[src/rtl/acc_drain_if.sv]
// Output stream of the accumulator drain: one narrowed element per valid/ready transfer.
interface acc_drain_if #(
  parameter int OW = 16,
  parameter int IW = 2
);
  logic          out_valid;
  logic          out_ready;
  logic [OW-1:0] out_data;
  logic [IW-1:0] out_idx;
  logic          out_last;

  modport master (output out_valid, out_data, out_idx, out_last, input out_ready);
  modport slave  (input out_valid, out_data, out_idx, out_last, output out_ready);
endinterface

[src/rtl/acc_drain.sv]
// Snapshots N accumulator sums, pulses clr_acc, then streams the row out narrowed to OW bits.
// Optional saturation with sticky ovf flag is enabled by defining ACC_DRAIN_SAT_EN.
module acc_drain #(
  parameter int DW = 8,
  parameter int RW = 3*DW,
  parameter int N  = 4,
  parameter int OW = 2*DW,
  parameter int IW = (N > 1) ? $clog2(N) : 1
) (
  input  logic          clk,
  input  logic          rst,
  input  logic          load,
  input  logic [N*RW-1:0] sums_in,
  output logic          clr_acc,
  output logic          busy,
  output logic          ovf,
  acc_drain_if.master   out
);

  typedef enum logic {IDLE, SEND} state_t;

  state_t        state;
  logic [RW-1:0] sbuf [N];
  logic [IW-1:0] idx;
  logic          last;
  logic          valid;
  logic [RW-1:0] cur;

  assign valid         = (state == SEND);
  assign busy          = valid;
  assign out.out_valid = valid;
  assign out.out_idx   = idx;
  assign out.out_last  = last;
  assign cur           = sbuf[idx];

  // Loads are only honoured in IDLE, so a reload during the final transfer is dropped.
  always_ff @(posedge clk or posedge rst) begin
    if (rst) begin
      state   <= IDLE;
      idx     <= '0;
      last    <= 1'b0;
      clr_acc <= 1'b0;
      for (int i = 0; i < N; i++) sbuf[i] <= '0;
    end else begin
      clr_acc <= 1'b0;
      case (state)
        IDLE: begin
          if (load) begin
            for (int i = 0; i < N; i++) sbuf[i] <= sums_in[i*RW +: RW];
            idx     <= '0;
            last    <= (N == 1);
            clr_acc <= 1'b1;
            state   <= SEND;
          end
        end
        SEND: begin
          if (out.out_ready) begin
            if (idx == IW'(N-1)) begin
              state <= IDLE;
              idx   <= '0;
              last  <= 1'b0;
            end else begin
              idx  <= idx + 1'b1;
              last <= ((idx + 1'b1) == IW'(N-1));
            end
          end
        end
        default: state <= IDLE;
      endcase
    end
  end

`ifdef ACC_DRAIN_SAT_EN
  logic sat_hit;

  if (OW >= RW) begin : g_ext
    assign sat_hit      = 1'b0;
    assign out.out_data = OW'(cur);
  end else begin : g_sat
    assign sat_hit      = |cur[RW-1:OW];
    assign out.out_data = sat_hit ? {OW{1'b1}} : cur[OW-1:0];
  end

  // Sticky until the next accepted load; set when a clipped element actually leaves.
  always_ff @(posedge clk or posedge rst) begin
    if (rst) begin
      ovf <= 1'b0;
    end else if (state == IDLE && load) begin
      ovf <= 1'b0;
    end else if (state == SEND && out.out_ready && sat_hit) begin
      ovf <= 1'b1;
    end
  end
`else
  assign ovf = 1'b0;

  if (OW >= RW) begin : g_ext
    assign out.out_data = OW'(cur);
  end else begin : g_trunc
    logic unused_hi;
    assign unused_hi    = ^cur[RW-1:OW];
    assign out.out_data = cur[OW-1:0];
  end
`endif

endmodule

[src/flat_wrapper.sv]
// flat-port wrapper written by rule: the top's interface ports become plain ports
module acc_drain_flat 
#(
  parameter int DW = 8,
  parameter int RW = 3*DW,
  parameter int N  = 4,
  parameter int OW = 2*DW,
  parameter int IW = (N > 1) ? $clog2(N) : 1
)
  (clk, rst, load, sums_in, clr_acc, busy, ovf, out_out_valid, out_out_data, out_out_idx, out_out_last, out_out_ready);
  acc_drain_if #(.OW(OW), .IW(IW)) out_i ();
  input  logic clk;
  input  logic rst;
  input  logic load;
  input  logic [N*RW-1:0] sums_in;
  output logic clr_acc;
  output logic busy;
  output logic ovf;
  output wire logic [$bits(out_i.out_valid)-1:0] out_out_valid;
  output wire logic [$bits(out_i.out_data)-1:0] out_out_data;
  output wire logic [$bits(out_i.out_idx)-1:0] out_out_idx;
  output wire logic [$bits(out_i.out_last)-1:0] out_out_last;
  input wire logic [$bits(out_i.out_ready)-1:0] out_out_ready;
  assign out_out_valid = out_i.out_valid;
  assign out_out_data = out_i.out_data;
  assign out_out_idx = out_i.out_idx;
  assign out_out_last = out_i.out_last;
  assign out_i.out_ready = out_out_ready;
  acc_drain #(.DW(DW), .RW(RW), .N(N), .OW(OW), .IW(IW)) u_core (.clk(clk), .rst(rst), .load(load), .sums_in(sums_in), .clr_acc(clr_acc), .busy(busy), .ovf(ovf), .out(out_i));
endmodule
[config.mk]
export PLATFORM = sky130hd
export DESIGN_NAME = acc_drain_flat
export DESIGN_NICKNAME = d
export VERILOG_FILES = /design/src/rtl/acc_drain_if.sv /design/src/rtl/acc_drain.sv /design/src/flat_wrapper.sv
export SDC_FILE = /design/constraint.sdc
export NUM_CORES = 1
export LEC_CHECK = 0
export ABC_CLOCK_PERIOD_IN_PS = 4300
export BUFFER_PORTS_ARGS = -buffer_cell sky130_fd_sc_hd__buf_2
export CAP_MARGIN = 10
export CORE_MARGIN = 2
export CORE_UTILIZATION = 35
export CTS_CLUSTER_DIAMETER = 50
export DETAILED_ROUTE_END_ITERATION = 10
export GPL_ROUTABILITY_DRIVEN = 0
export SETUP_SLACK_MARGIN = 0.05
export SLEW_MARGIN = 25
export SYNTH_ARGS = -nofsm -noshare
export SYNTH_HDL_FRONTEND = slang
export SYNTH_SLANG_ARGS = --single-unit
[constraint.sdc]
create_clock -name clk -period 4.3 [get_ports clk]
set_clock_uncertainty 0.05 [all_clocks]
set_input_delay 0.43 -clock clk [delete_from_list [all_inputs] [get_ports clk]]
set_output_delay 0.43 -clock clk [all_outputs]
set_load 0.01 [all_outputs]
Yosys cells after proc, flatten, opt, wreduce, memory -nomap -nowiden. Index checks and enable logic that the tools add are counted.

Memory bits (writable): 0. Memory bits (read-only): 0. Output and inout port bits: 23. Logic and storage cells: 34. Memories: 0. Register bits: 101. Latch bits: 0. Bits of input ports: 100.

Divide/modulo/power cells: 0. Equality and inequality tests: 4. Add/sub/neg operators: 1. $lt $le $gt $ge: 1. Bitwise gates (word level): 2. Multipliers: 0. Reductions and logical operators: 2. Mux-type cells: 16. Shifts and indexed selects: 0.

Operators by type and width (number): binary-select mux 24 bit (select 2 bit) (1); 2-to-1 mux 16 bit (2); 2-to-1 mux 1 bit (7); 2-to-1 mux 2 bit (3); == test 2 bit (second input constant) (2); inequality test 2 bit (second input constant) (2); one-hot mux 1 bit (2 select lines) (2); one-hot mux 2 bit (2 select lines) (1); AND reduction 2 bit (2); greater-or-equal comparator 3 bit (second input constant) (1); NOT 2 -> 3 bit (1); adder 2 x 1 -> 2 bit (second input constant) (1); NOT 1 bit (1).

Depth between registers and ports, before layout. Gate-level depths: netlist (run 1).

Depth after elaboration: 5. Depth in mapped cells: 6. Mapped depth without buffers: 4.

Least setup slack after synthesis (run 1). OpenSTA, ideal clock, no wires.

Path type: register -> output. Start: register u_core.idx[0], in the netlist u_core.out.out_idx[0]. End: output out_out_data[14]. Data required time: 3820 ps. Stages on the path, launching flop included: 4. Path buffers: 2. Arrival: 1245 ps. Path slack: 2575 ps. Path through: dfrtp_1 -> buf_6 -> buf_12 -> mux4_2.

Word-level cells in the longest chain between the ends: 4.

RTL lines: start, declared (line acc_drain.sv:24) `logic [IW-1:0] idx;`; start signal, assigned (line acc_drain.sv:63) `idx <= idx + 1'b1;`; NOT 2 -> 3 bit (not written as such) (line acc_drain.sv:34) `assign cur = sbuf[idx];`; binary-select mux 24 bit (select 2 bit) (line acc_drain.sv:34); 2-to-1 mux 16 bit (not written as such) (2 in a row) (line acc_drain.sv:34); end, declared (line flat_wrapper.sv:20) `output wire logic [$bits(out_i.out_data)-1:0] out_out_data;`.

No other way between the ends. The select of a mux whose other input is x is not followed.

Worst setup path after layout (run 1).
Start: register u_core.idx[0], in the netlist u_core.out.out_idx[0]. End: output out_out_data[0].

Same word-level chain as after synthesis.

==> reports/metrics.cfg, run 1 <==
[synth]
synth_top_cell_by_area=dfrtp_1
synth_mux_area_frac=0.3933
ys_ff_latch=69
ys_async_sr_fraction=1.000
syn-cell-area_mm2=0.003347
synth-adder-area-share=0.007477
yosysWarnings=0
syn_avg_cell_area_um2=18.59
synth-xor-area-share=0
synth.area.top_cells=dfrtp_1 (52%), mux2_4 (22%), mux4_1 (6.3%), mux2_2 (5.4%), mux4_2 (5.4%)
ys_seq_area_frac=0.5159
ys_types=22
synth-simple-area-share=0.01159
synth_most_common_cell=dfrtp_1
synth_top_family_by_area=multiplexers
synth_edf_count=0
postSynthCellCount=180
synth_ff_type=dfrtp_1
ys_top_cells_by_count=dfrtp_1 (69), mux2_4 (49), mux2_2 (16), mux4_1 (8), mux4_2 (8)
synth.top_cell.area_share=0.5159
synthesis.nets=282
synth_compound_gate_area_share=0.01009

[clocking]
numClockSinks=69
cts_root_buffer=clkbuf_8
cts_hold_buf=0
path_clk_slew_ns=0.07
cts_setup_buffers=0
h-tree-depth=3
clock_path_buffers=2
clk_latency_ns=0.32
cts_buffers=9
cts_tree=yes
ctsResizeCount=0

[die]
ioPinCount=123
dieHeight_um=101.8
die-area_mm2=0.01036
core_mm2=0.009240
die_w_um=101.8
rows=35
initial_core_util=0.3622

[worst_setup_path]
path_max_fanout=12
worstReg2RegEnd=u_core.out.out_last$_DFFE_PP0P_
cp-end-kind=output pin
start_kind=register
required_ns=3.82
critPathKind=reg -> out
rrSetupSlack_ns=2.39
crit_arrival_ns=2.15
slowest_stage=dfrtp_1
crit_path_max_incr_delay_ns=0.70
path_cells=buf_4 > mux4_1 > buf_2
timing.rr.start=u_core.out.out_idx[0]$_DFFE_PP0P_
reg2reg_depth=5

[finish]
fillers=872
nNetsFinal=372
antenna_cells=0
utilization=0.4379
area_delta_synth_final_pct=20.90
drive_above_1_share=0.6715
finalInstanceArea_mm2=0.004046
finalNonFillerCells=403

[global_route]
grt_usage=0.1325
grt_remaining_overflow=0
grt_pass1_vias=2014
grt_use_met2=0.1903
grtUsageMet3=0.06832
grt_max_degree=45
grt_busiest_layer=met2
antenna_found_initial=1
grt_pass1_wl_mm=10.28
grtUsageMet1=0.1755

[sta]
finalHoldViolCount=0
totalNegativeSetupSlack_ns=0
tightest_slew_ns=0.9631
hold_ws_ns=0.1523
slew_violations=0
finalCritPeriodShare=0.6120
layout_setup_ws_ns=1.668
setup-violations-final=0
period_needed_ns=2.632
fmax_mhz=380.0
rsz0062_at_grt=no
slew-limit-headroom=0.3580

[job]
maxCapViolations=0

[detailed_routing]
wl_per_cell_um=15.94
ant_nets=0
wl_mm=6.425
vias=1862
remaining_drc_errors=0
viasPerCell=4.620
drt_iter0_markers=30
drt_pass1_iterations=4

[power_and_ir_drop]
p_per_area_mw_per_mm2=754.4
power_mw=3.053
vdd_drop_max_mv=0.2667
cellLeakagePower_nw=1.920

[min_path]
hold_class=in -> async

[place]
place_hpwl_mm=4.312
dpl_cell_area_mm2=0.003794
port_buffers=89
pre_cts_ws_ns=1.937
dp.cells=387

[outcome]
outcome=finished, final reports clean

-- per-layer routing --
layer | vias up | routed length [um]
met5 | - | 0
met4 | 0 | 28
met3 | 2 | 572
met2 | 65 | 2977
met1 | 950 | 2846
li1 | 845 | -
-- cell usage in the layout, fill, tap and decap left out --
cell / instances
clkinv_2: 1
mux2_4: 49
clkbuf_8: 11
clkbuf_1: 1
buf_12: 1
inv_1: 1
buf_4: 2
clkinv_4: 1
bufinv_16: 2
ha_1: 2
a31o_2: 1
dfrtp_1: 69
buf_2: 89
nor2_1: 2
nand2_1: 1
a32o_1: 1
mux4_1: 8
conb_1: 1
a22o_1: 1
a31oi_1: 1
or2_2: 1
mux2_2: 16
nor3b_1: 1
mux2i_1: 1
buf_16: 1
mux4_2: 8
nor2b_4: 1
-- cell families (layout without fill, tap and decap cells) --
| logic type | Yosys count | in the layout |
|---|---|---|
| AOI/OAI and AO/OA | 4 | 4 |
| adders and majority gates | 2 | 2 |
| buffers and inverters | 16 | 110 |
| DFF | 69 | 69 |
| muxes | 82 | 82 |
| other | 1 | 1 |
| and+or+nand+nor | 6 | 6 |
-- worst max-delay path by stage --
stage	start	cells past startpoint	slack, ns	to
CTS	u_core.out.out_idx[0]$_DFFE_PP0P_	3	1.59	out_out_data[0]
detailed placement	load	4	1.94	u_core.sbuf[37]$_DFFE_PP0P_
finish	u_core.out.out_idx[0]$_DFFE_PP0P_	3	1.67	out_out_data[0]
floorplan	rst	1	2.08	u_core.busy$_DFF_PP0_
global placement	u_core.out.out_idx[0]$_DFFE_PP0P_	3	1.91	out_out_data[0]
global route	u_core.out.out_idx[0]$_DFFE_PP0P_	3	1.49	out_out_data[0]
-- final cells by class --
cell class | count | area, um^2 | area share
well taps | 129 | 161.4 | 0.03989
multi-input cells | 95 | 1418 | 0.3503
inverters | 2 | 8.758 | 0.002165
clock buffers | 12 | 155.1 | 0.03834
clock inverters | 3 | 68.82 | 0.01701
repair buffers | 93 | 508.0 | 0.1255
flip-flops and latches | 69 | 1727 | 0.4267
-- power breakdown --
part	leakage, nW	switching (mW)	internal [mW]
registers	0.826	0.240	0.975
clock network	0.113	0.238	0.357
logic	0.981	0.411	0.833
-- registers in the layout (all words and copies together), names as in the netlist --
signal	flops
u_core.sbuf	64
u_core.busy	1
u_core.clr_acc	1
u_core.out.out_idx	2
u_core.out.out_last	1
-- worst max-delay path: cells and delay by family (launching register included) --
kind | cells | cell delay [ns]
buffers and inverters | 2 | 0.52
multiplexers | 1 | 0.60
flip-flops | 1 | 0.70
(Power assumes the default switching activity.)
==> inputs of run 2 (changes only) <==
--- a/config.mk
+++ b/config.mk
@@ -5,7 +5,8 @@
 export SDC_FILE = /design/constraint.sdc
 export NUM_CORES = 1
 export LEC_CHECK = 0
-export ABC_CLOCK_PERIOD_IN_PS = 4300
+export ABC_AREA = 1
+export ABC_CLOCK_PERIOD_IN_PS = 2300
 export BUFFER_PORTS_ARGS = -buffer_cell sky130_fd_sc_hd__buf_2
 export CAP_MARGIN = 10
 export CORE_MARGIN = 2
==> constraint.sdc (replaced) <==
create_clock -name clk -period 2.3 [get_ports clk]
set_clock_uncertainty 0.05 [all_clocks]
set_input_delay 0.23 -clock clk [delete_from_list [all_inputs] [get_ports clk]]
set_output_delay 0.23 -clock clk [all_outputs]
set_load 0.01 [all_outputs]
==> run 2 against run 1 <==
Count of clock-buffer cells in the layout fell by 3; wire length rose by 37%; sequential share of layout area shrank 2.4 points; die area is 7.0% higher; utilization down 0.35 points; clock power grew 82%; register-to-register slack got worse by 1.7 ns; critical path type unchanged.
==> reports/metrics.cfg, run 2 <==
[place]
dpl_cell_area_mm2=0.004061  ; +7.1%
pre_cts_ws_ns=0.6659  ; -1.271 ns
port_buffers=89  ; unchanged
place_hpwl_mm=6.243  ; +45%

[clocking]
cts_tree=yes
clk_latency_ns=0.34  ; +0.02 ns
numClockSinks=69  ; unchanged
h-tree-depth=3  ; unchanged
cts_buffers=9  ; unchanged
clock_path_buffers=2  ; unchanged
ctsResizeCount=0  ; unchanged
cts_root_buffer=clkbuf_8
path_clk_slew_ns=0.08  ; about the same

[detailed_routing]
drt_iter0_markers=119  ; +300%
wl_per_cell_um=13.71  ; -14%
viasPerCell=4.461  ; -3.4%
wl_mm=8.799  ; +37%
ant_nets=0  ; unchanged
drt_pass1_iterations=4  ; unchanged
remaining_drc_errors=0  ; unchanged
vias=2864  ; +54%

[synth]
ys_seq_area_frac=0.4810  ; -0.03488
yosysWarnings=0  ; unchanged
syn_avg_cell_area_um2=8.486  ; -54%
ys_types=20  ; -9.1%
ys_ff_latch=69  ; unchanged
ys_top_cells_by_count=nand2_1 (135), dfrtp_1 (69), inv_1 (67), o21ai_2 (54), nand3_1 (36)
synth_top_cell_by_area=dfrtp_1
ys_async_sr_fraction=1.000  ; unchanged
synth.top_cell.area_share=0.4810  ; -0.03488
synth_edf_count=0  ; unchanged
syn-cell-area_mm2=0.003590  ; +7.3%
synth.area.top_cells=dfrtp_1 (48%), nand2_1 (14%), o21ai_2 (13%), inv_1 (7.0%), nand3_1 (5.0%)
synth_most_common_cell=nand2_1
postSynthCellCount=423  ; +140%
synthesis.nets=525  ; +86%
synth_ff_type=dfrtp_1

[worst_setup_path]
crit_path_max_incr_delay_ns=0.49  ; -0.21 ns
cpMostUsedCell=nand2_1
start_kind=register
path_cells=inv_2 > nand2_1 > nand3_1 > nand2_1 > buf_2
path_delay_family=buffers and inverters
path_buf_inv=2  ; unchanged
rrSetupSlack_ns=0.70  ; -1.69 ns
worstReg2RegEnd=u_core.sbuf[28]$_DFFE_PP0P_
cp-end-kind=output pin
timing.rr.start=u_core.busy$_DFF_PP0_
critPathKind=reg -> out
crit_arrival_ns=1.72  ; -0.43 ns
path_max_fanout=34  ; +22
reg2reg_depth=6  ; +1
cp.depth=5  ; +2
slowest_stage=inv_2
cp-endpoint=out_out_data[5]
crit_path_start=u_core.out.out_idx[0]$_DFFE_PP0P_
required_ns=2.02  ; -1.80 ns

[finish]
drive_above_1_share=0.3635  ; -0.3081
final_cell_mix=nand2_1 (135), buf_2 (89), dfrtp_1 (69)
finalInstanceArea_mm2=0.004285  ; +5.9%
largest_reg_flops=64  ; unchanged
antenna_cells=0  ; unchanged
nNetsFinal=606  ; +63%
largest_register=u_core.sbuf
area_delta_synth_final_pct=19.38
fillers=1005  ; +15%
final_common_cell=nand2_1

[die]
rows=36  ; +2.9%
die_w_um=105.3  ; +3.4%
ioPinCount=123  ; unchanged
dieHeight_um=105.3  ; +3.4%
core_mm2=0.009864  ; +6.8%
die-area_mm2=0.01108  ; +7.0%
initial_core_util=0.3639  ; +0.001681

[job]
maxCapViolations=0  ; unchanged

[power_and_ir_drop]
cellLeakagePower_nw=2.239  ; +17%
p_per_area_mw_per_mm2=1379  ; +83%
vdd_drop_max_mv=0.8139  ; +210%

[global_route]
grt_pass1_wl_mm=14.41  ; +40%
grt_pass1_vias=2790  ; +39%
antenna_found_initial=0  ; -1
grt_remaining_overflow=0  ; unchanged
grt_max_degree=43  ; -4.4%
grt_usage=0.1676  ; +0.03510

[sta]
finalCritPeriodShare=0.8711
fmax_mhz=499.1
setup-violations-final=0  ; unchanged
totalNegativeSetupSlack_ns=0  ; unchanged
period_needed_ns=2.004
rsz0062_at_grt=no
slew-limit-headroom=0.5539  ; +0.1960
layout_setup_ws_ns=0.2964  ; -1.372 ns
finalHoldViolCount=0  ; unchanged
slew_violations=0  ; unchanged
tightest_slew_ns=0.6682  ; -0.2949 ns

[outcome]
outcome=finished, final reports clean

[min_path]
hold_class=in -> reg

==> run 2: worst min path at each step <==
stage / start / cells after the start / endpoint
6_report: sums_in[13] / 3 / u_core.sbuf[85]$_DFFE_PP0P_
5_1_grt: sums_in[76] / 3 / u_core.sbuf[4]$_DFFE_PP0P_
4_1_cts: sums_in[13] / 3 / u_core.sbuf[85]$_DFFE_PP0P_
3_5_place_dp: rst / 2 / u_core.sbuf[32]$_DFFE_PP0P_
3_3_place_gp: rst / 2 / u_core.sbuf[32]$_DFFE_PP0P_
2_1_floorplan: out_out_ready / 1 / u_core.busy$_DFF_PP0_
==> run 2: report_power, final <==
part           switching [mW]  total, mW  internal, mW
clock                   0.473       1.08         0.604
sequential              0.164       1.97          1.80
combinational            1.78       2.87          1.09
total                    2.41       5.91          3.50
==> run 2: worst min-delay path: cells and delay by family <==
kind | cells | cell delay [ns]
buffers and inverters | 1 | 0.07
and+or+nand+nor | 1 | 0.05
AOI/OAI and AO/OA | 1 | 0.05
==> run 2: area by class of cell <==
class	instances	area, um^2	area share
inverters	70	265.3	0.06190
clock inverters	7	90.09	0.02102
clock buffers	9	123.9	0.02891
flip-flops and latches	69	1727	0.4029
repair buffers	96	550.5	0.1285
multi-input cells	258	1363	0.3180
well taps	133	166.4	0.03883
==> run 2: repair_timing <==
item / 4_1_cts / 5_1_grt
setup buffers: 0 / 0
hold buffers: 1 / 0
hold endpoints to repair: 29 / 0
==> run 2: cells by family after synthesis <==
| logic type | synth area share |
|---|---|
| and+or+nand+nor | 0.2227 |
| buffers and inverters | 0.1394 |
| DFF | 0.4810 |
| AOI/OAI and AO/OA | 0.1488 |
| adders and majority gates | 0.006970 |
| other | 0.001045 |
==> run 2: stage by stage <==
step | cells | utilization | power [mW] | hold WS [ns]
4_1_cts | 642 | 0.4344 | 5.991 | 0.02217
5_1_grt | 642 | 0.4344 | 6.429 | 0.02130
3_5_place_dp | 625 | 0.4117 | 4.897 | 0.3314
2_1_floorplan | 423 | - | 4.104 | 0.2861
3_3_place_gp | 625 | 0.4117 | 4.838 | 0.3154
6_report | 642 | 0.4344 | 5.910 | 0.03615
==> run 2: metal layers <==
layer,share of wire,track usage
met1,0.48,0.2386
met2,0.46,0.2535
met3,0.053,0.05009
met4,0.0084,0.03429
met5,0,0
